## src/rtl/stop_it_pkg.sv

```systemverilog
// rtl/stop_it_pkg.sv - shared types and constants for the Stop It game controller
package stop_it_pkg;

    typedef enum logic [2:0] {
        IDLE  = 3'd0,
        LOAD  = 3'd1,
        RUN   = 3'd2,
        JUDGE = 3'd3,
        WIN   = 3'd4,
        LOSE  = 3'd5
    } state_e;

    localparam int SHIFT_CNT_W = 5;
    localparam int LED_COUNT   = 16;

endpackage

```

## src/rtl/tick_divider.sv

```systemverilog
// rtl/tick_divider.sv - counts enabled ticks modulo DIV and flags the wrapping tick
module tick_divider #(
    parameter int DIV = 2
) (
    input  logic clk_i,
    input  logic rst_i,
    input  logic clr_i,
    input  logic en_i,
    input  logic tick_i,
    output logic pulse_o
);

    localparam logic [3:0] LAST = 4'(DIV - 1);

    logic [3:0] cnt_q, cnt_d;

    // Advance on enabled ticks; the tick that wraps the count is the qualified one
    always_comb begin
        cnt_d   = cnt_q;
        pulse_o = 1'b0;
        if (clr_i) begin
            cnt_d = '0;
        end else if (en_i && tick_i) begin
            if (cnt_q == LAST) begin
                cnt_d   = '0;
                pulse_o = 1'b1;
            end else begin
                cnt_d = cnt_q + 4'd1;
            end
        end
    end

    // Divider count register
    always_ff @(posedge clk_i) begin
        if (rst_i) begin
            cnt_q <= '0;
        end else begin
            cnt_q <= cnt_d;
        end
    end

endmodule

```

## src/rtl/stop_it_ctrl.sv

```systemverilog
// rtl/stop_it_ctrl.sv - game FSM driving load/shift/off strobes and judging the stop
module stop_it_ctrl
    import stop_it_pkg::*;
#(
    parameter int TICK_DIV      = 2,
    parameter int TARGET        = 8,
    parameter int BLINK_TOGGLES = 6,
    parameter int HOLD_TICKS    = 8
) (
    input  logic                   clk_i,
    input  logic                   rst_i,
    input  logic                   go_i,
    input  logic                   stop_i,
    input  logic                   tick_i,
    output logic                   load_o,
    output logic                   shift_o,
    output logic                   off_o,
    output logic                   win_o,
    output logic                   lose_o,
    output logic [SHIFT_CNT_W-1:0] shift_cnt_o
);

    state_e                 state_q, state_d;
    logic [SHIFT_CNT_W-1:0] cnt_q, cnt_d;
    logic [7:0]             phase_q, phase_d;
    logic                   load_q, load_d;
    logic                   shift_q, shift_d;
    logic                   off_q, off_d;
    logic                   win_q, win_d;
    logic                   lose_q, lose_d;
    logic                   div_clr;
    logic                   div_run;
    logic                   div_pulse;

    // The divider only runs in RUN and is held at zero otherwise, so RUN always starts fresh
    assign div_run = (state_q == RUN);
    assign div_clr = (state_q != RUN);

    tick_divider #(
        .DIV(TICK_DIV)
    ) u_tick_divider (
        .clk_i  (clk_i),
        .rst_i  (rst_i),
        .clr_i  (div_clr),
        .en_i   (div_run),
        .tick_i (tick_i),
        .pulse_o(div_pulse)
    );

    // Next-state, counter and output decode; phase counts blink toggles or hold ticks
    always_comb begin
        state_d = state_q;
        cnt_d   = cnt_q;
        phase_d = '0;
        shift_d = 1'b0;
        off_d   = 1'b0;
        case (state_q)
            IDLE: begin
                if (go_i) state_d = LOAD;
            end
            LOAD: begin
                cnt_d   = '0;
                state_d = RUN;
            end
            RUN: begin
                // stop beats a coinciding shift tick
                if (stop_i) begin
                    state_d = JUDGE;
                end else if (div_pulse && cnt_q < SHIFT_CNT_W'(LED_COUNT)) begin
                    shift_d = 1'b1;
                    cnt_d   = cnt_q + 1'b1;
                    if (cnt_q == SHIFT_CNT_W'(LED_COUNT - 1)) state_d = LOSE;
                end
            end
            JUDGE: begin
                state_d = (cnt_q == SHIFT_CNT_W'(TARGET)) ? WIN : LOSE;
            end
            WIN: begin
                phase_d = phase_q;
                off_d   = off_q;
                if (tick_i) begin
                    phase_d = phase_q + 8'd1;
                    off_d   = ~off_q;
                    if (phase_q == 8'(BLINK_TOGGLES - 1)) begin
                        state_d = IDLE;
                        off_d   = 1'b0;
                    end
                end
            end
            LOSE: begin
                phase_d = phase_q;
                if (tick_i) begin
                    phase_d = phase_q + 8'd1;
                    if (phase_q == 8'(HOLD_TICKS - 1)) state_d = IDLE;
                end
            end
            default: state_d = IDLE;
        endcase
        load_d = (state_d == LOAD);
        win_d  = (state_d == WIN);
        lose_d = (state_d == LOSE);
    end

    // State, counters and registered outputs
    always_ff @(posedge clk_i) begin
        if (rst_i) begin
            state_q <= IDLE;
            cnt_q   <= '0;
            phase_q <= '0;
            load_q  <= 1'b0;
            shift_q <= 1'b0;
            off_q   <= 1'b0;
            win_q   <= 1'b0;
            lose_q  <= 1'b0;
        end else begin
            state_q <= state_d;
            cnt_q   <= cnt_d;
            phase_q <= phase_d;
            load_q  <= load_d;
            shift_q <= shift_d;
            off_q   <= off_d;
            win_q   <= win_d;
            lose_q  <= lose_d;
        end
    end

    assign load_o      = load_q;
    assign shift_o     = shift_q;
    assign off_o       = off_q;
    assign win_o       = win_q;
    assign lose_o      = lose_q;
    assign shift_cnt_o = cnt_q;

endmodule
```

## config.mk

```make
export PLATFORM = sky130hd
export DESIGN_NAME = stop_it_ctrl
export DESIGN_NICKNAME = d
export VERILOG_FILES = /design/src/rtl/stop_it_pkg.sv /design/src/rtl/tick_divider.sv /design/src/rtl/stop_it_ctrl.sv
export SDC_FILE = /design/constraint.sdc
export NUM_CORES = 1
export LEC_CHECK = 0
export BUFFER_PORTS_ARGS = -buffer_cell sky130_fd_sc_hd__buf_2
export CAP_MARGIN = 15
export CELL_PAD_IN_SITES_DETAIL_PLACEMENT = 1
export CELL_PAD_IN_SITES_GLOBAL_PLACEMENT = 2
export CORE_MARGIN = 5
export CORE_UTILIZATION = 35
export DETAILED_ROUTE_END_ITERATION = 16
export PLACE_DENSITY_LB_ADDON = 0.3
export RECOVER_POWER = 50
export SLEW_MARGIN = 20
export SYNTH_ARGS = -nofsm -noshare
export SYNTH_HDL_FRONTEND = slang
export SYNTH_SLANG_ARGS = --single-unit
```

## constraint.sdc

```tcl
create_clock -name clk_i -period 2.5 [get_ports clk_i]
set_clock_uncertainty 0.2 [all_clocks]
set_input_delay 0.375 -clock clk_i [delete_from_list [all_inputs] [get_ports clk_i]]
set_output_delay 0.375 -clock clk_i [all_outputs]
set_load 0.01 [all_outputs]
```

======== Word level (Yosys, flattened, before mapping) ========
Cells that the tools add are included.
Widths: inputs -> output; s select.
word-level totals
  input bits .............................. 5
  register bits ........................... 25
  output and inout port bits .............. 10
cells by class
  equal/unequal tests ..................... 16
  bitwise operators ....................... 4
  multiplexer cells ....................... 19
  add/sub/neg operators ................... 3
  reduce and logical (&&, ||, !) cells .... 10
  $lt $le $gt $ge ......................... 1
operator list
  operator             number
  $mux 3               8
  $pmux 3 s6           1
  $eq 8x3->1 const B   2
  $eq 3x3->1 const B   4
  $eq 5x4->1 const B   2
  $mux 5               2
  $pmux 5 s2           1
  $add 8x1->8 const B  1
  $reduce_or 2->1      4
  $eq 3x1->1 const B   2
  $eq 3x2->1 const B   2
  $mux 1               6
  $add 5x1->5 const B  1
  $lt 5x5->1 const B   1
  $add 4x1->4 const B  1
  $eq 4x1->1 const B   1
  $mux 4               1
  $ne 2x2->1 const B   2
  $not 1->1            4
  $logic_not 3->1      1
  $ne 3x2->1 const B   1
  $reduce_and 3->1     1
  $reduce_or 3->1      1
  $logic_and 1x1->1    2
  $reduce_bool 2->1    1

======== Depth between registers and ports, before layout ========
  word-level depth ........................ 9
  mapped depth ............................ 7
  mapped depth without buffers ............ 7

======== Cells and area by module ========
A second synthesis with hierarchy kept.
unflattened totals
  cell total of the unflattened synthesis .. 141
  area total of the unflattened synthesis .. 1244.9 um^2
modules (own cells, without submodules)
  module        area an instance (um^2)  cells each  times used  sequential area each (um^2)
  stop_it_ctrl  1059.8                   120         1           420.4
  tick_divider  185.2                    21          1           80.1

======== Worst setup path before layout ========
OpenSTA, ideal clock, no wires.
  path type ............................... reg-to-reg
  start ................................... register cnt_q[0] (netlist: shift_cnt_o[0])
  end ..................................... register load_q (netlist: load_o)
  clock period less this slack ............ 2.014 ns
  setup time .............................. 0.092 ns
  data arrival time ....................... 1.722 ns
  buffers on the path ..................... 0
  required time ........................... 2.208 ns
  slack ................................... 0.486 ns
  stages on the path, launching flop included .. 8
  cell sequence ........................... dfxtp_1 -> ha_1 -> and3_1 -> ha_1 -> nor4b_1 -> and4_1 -> a211o_1 -> nor4_1
between the ends
  word-level cells in the longest chain between the ends .. 6
  elaborated cells on any way between the ends .. 10
ends and longest elaborated chain
  item                                         line                                    RTL
  start, declared                              stop_it_ctrl.sv:24                      logic [SHIFT_CNT_W-1:0] cnt_q, cnt_d;
  start signal, assigned                       stop_it_ctrl.sv:117                     cnt_q <= cnt_d;
  $lt 5x5->1 or $eq 5x4->1 (tied branches)     stop_it_ctrl.sv:69, stop_it_ctrl.sv:72
  $logic_and 1x1->1 or $mux 3 (tied branches)  stop_it_ctrl.sv:69, stop_it_ctrl.sv:72
  $mux 3                                       stop_it_ctrl.sv:69                      end else if (div_pulse && cnt_q < SHIFT_CNT_W'(LED_COUNT)) begin
  $mux 3                                       stop_it_ctrl.sv:67                      if (stop_i) begin
  $pmux 3 s6 (*)                               stop_it_ctrl.sv:57                      case (state_q)
  $eq 3x1->1 (*)                               stop_it_ctrl.sv:99                      load_d = (state_d == LOAD);
  end signal, assigned                         stop_it_ctrl.sv:119                     load_q <= load_d;
  end, declared                                stop_it_ctrl.sv:26                      logic load_q, load_d;
Every way passes the cells marked *; elsewhere a longest branch is shown, timed or not.
A chain may end at the register's enable or synchronous reset.

======== Worst setup path in the final report ========
Same ends and word-level chain as after synthesis.

==> impl_metrics.tcl <==
set metrics [dict create \
    diodes 0 \
    synth.distinct_cells 47 \
    relSlewSlack 0.642 \
    ys_ff_latch 25 \
    rows 22 \
    overflow 0 \
    clk_path_buf_depth 2 \
    drive_above_1_share 0.115 \
    critPathMaxFanout 5 \
    rsz0062_at_grt "no" \
    pin_count 15 \
    grtUsageMet3 0.0241 \
    grt.busiest_layer "met2" \
    crit_start "shift_cnt_o[0]" \
    synth_cells 136 \
    grt_first_pass_wirelength_um 4820 \
    cts_made_buffers 3 \
    cts.sinks 25 \
    synth_xor_area_frac 0.0541 \
    ys_warn_count 0 \
    synth_top_family_by_area "simple AND/OR/NAND/NOR gates" \
    synth_top_area_cell "dfxtp_1" \
    clk_pin_slew_ps 80 \
    synth.area.top_cells "dfxtp_1 (39%), nor2_1 (4.9%), ha_1 (4.8%), mux2i_1 (3.1%), xnor2_1 (2.7%)" \
    synth-edff-count 0 \
    setup-violations-final 0 \
    drv_slew 0 \
    post_cts_buffers 0 \
    muxShareOfSynthArea 0.0396 \
    hold_buffers 0 \
    drc 0 \
    total_power_uw 734 \
    syn_to_final_growth_pct 8.99 \
    timing.final.ws_setup_ps 342 \
    vias_per_cell 5.16 \
    start_kind "flop" \
    synth_nets 146 \
    postLayoutCoreUtil 0.388 \
    hp-class "in -> reg" \
    fp.dieW_um 70.8 \
    seq_area_frac_synth 0.386 \
    finalHoldViolCount 0 \
    rr_startpoint "shift_cnt_o[0]" \
    synth_compound_area_frac 0.124 \
    grt_max_degree 16 \
    worstPathArrival_ps 2130 \
    totalNegativeSetupSlack_ps 0 \
    drt_iter0_drc 41 \
    wire_per_inst_um 14.2 \
    netlist.area_leader.share 0.386 \
    finalCritPeriodShare 0.863 \
    period_needed_ps 2160 \
    dr.pass1.iters 4 \
    h-tree-depth 1 \
    post_cts_resized 0 \
    cts_root_buffer "clkbuf_8" \
    dieArea_sq_mm 0.00502 \
    clkLatencyLatePin_ps 270 \
    crit_required_ps 2470 \
    cellLeakagePower_nw 0.475 \
    place_congestion 0.721 \
    dp_slack_ps 351 \
    cts_tree "done" \
    grt_pass1_vias 1056 \
    multi_input_area_sq_um 726 \
    synth_area_sq_mm 0.00129 \
    synthFlopType "dfxtp_1" \
    p_per_area_mw_per_mm2 520 \
    peakVddDrop_mv 0.267 \
    synthAdderAreaFrac 0.0483 \
    critPathCaptureType "flop" \
    hold_path_startpoint "rst_i" \
    die_h_um 70.8 \
    max_freq_ghz 0.463 \
    io_buffer_count 14 \
    place_hpwl_um 2170 \
    initial_utilization 0.356 \
    synth_area_per_cell_sq_um 9.52 \
    fill_cells 451 \
    worstSetupPathType "reg -> reg" \
    ant_nets 0 \
    num_vias 1011 \
    synthArstFlopShare 0 \
    cap_violations 0 \
    synthSimpleGateAreaFrac 0.295 \
    status "complete, no violations" \
    seq_area_sq_um 500 \
    antenna_found_initial 0 \
    wl_um 2790 \
    met1_usage 0.152 \
    coreArea_sq_mm 0.00363 \
    use_met2 0.199 \
    nets 159 \
    worst_pin_slew_ps 537 \
    grt_use_total 0.118 \
]
## worst max-delay path, cell delays in order (launching register included)
cell	delay (ps)
dfxtp_1	360
ha_1	220
and3_1	190
ha_1	200
nor4b_1	150
and4_1	230
a211o_1	300
nor4_1	230
## cell families after synthesis
family / count (synthesis)
XOR/XNOR: 8
AND/OR/NAND/NOR: 58
adder cells (fa/ha/maj): 5
multiplexers: 5
AO/OA/AOI/OAI: 24
buffers and inverters: 11
flip-flops: 25
## power breakdown
part | switching, mW | internal [mW] | leakage (nW)
logic | 0.0382 | 0.0341 | 0.251
registers | 0.0139 | 0.406 | 0.202
clock network | 0.129 | 0.113 | 0.0217
## sequential cells by signal, summed over array words and instances, names as in the netlist
name                  flops
phase_q                   8
shift_cnt_o               5
u_tick_divider.cnt_q      4
state_q                   3
load_o                    1
lose_o                    1
off_o                     1
shift_o                   1
win_o                     1
## final timing paths
| kind | end | slack, ps | cells past startpoint |
|---|---|---|---|
| worst min register to register | phase_q[6] | 310 | 2 |
| worst min-delay path | state_q[0] | 230 | 2 |
| worst max-delay path | load_o | 340 | 7 |
| worst max register to register | load_o | 340 | 7 |
## synth_stat cells (2+ instances only)
cell,n
dfxtp_1,25
nor2_1,17
a21oi_1,6
ha_1,5
inv_1,5
o21ai_0,5
or3_1,5
mux2i_1,4
xnor2_1,4
xor2_1,4
a31oi_1,3
buf_6,3
nand2_1,3
nand2b_1,3
nand3_1,3
nand3b_1,3
nor3_1,3
a21o_1,2
and2_1,2
nand4_1,2
nor3b_1,2
or2b_1,2
## per-stage QoR
stage | std cells | hold WS [ps] | cell area (sq um)
floorplan | 136 | 271 | 1290
global placement | 192 | 299 | 1380
detailed placement | 192 | 304 | 1380
CTS | 196 | 228 | 1420
global route | 196 | 243 | 1410
finish | 196 | 228 | 1410
## layer usage
layer | up-vias | share of wire
met5 | - | 0
met4 | 0 | 0.010
met3 | 4 | 0.029
met2 | 12 | 0.48
met1 | 486 | 0.48
li1 | 509 | -
## layout make-up
cell class                      count  area share
Clock inverter                      1     0.00532
Tap cell                           48      0.0426
Timing Repair Buffer               14      0.0408
Multi-Input combinational cell    100       0.514
Clock buffer                        3      0.0293
Inverter                            5      0.0133
Sequential cell                    25       0.355
## placed cells by master (no fill, tap or decap), types with 2 or more instances in the layout
cell type,synthesis,layout
nor3b_1,2,2
dfxtp_1,25,25
or2b_1,2,2
or3_1,5,5
nand3b_1,3,3
xnor2_1,4,4
nand2b_1,3,3
a31oi_1,3,3
mux2i_1,4,4
clkbuf_8,0,3
a21oi_1,6,6
xor2_1,4,4
ha_1,5,5
nand3_1,3,3
a21o_1,2,2
inv_1,5,5
clkbuf_1,1,10
nand4_1,2,2
and2_1,2,2
nor2_1,17,17
buf_2,1,4
nand2_1,3,3
o21ai_0,5,5
nor3_1,3,3
(Power assumes the default switching activity.)
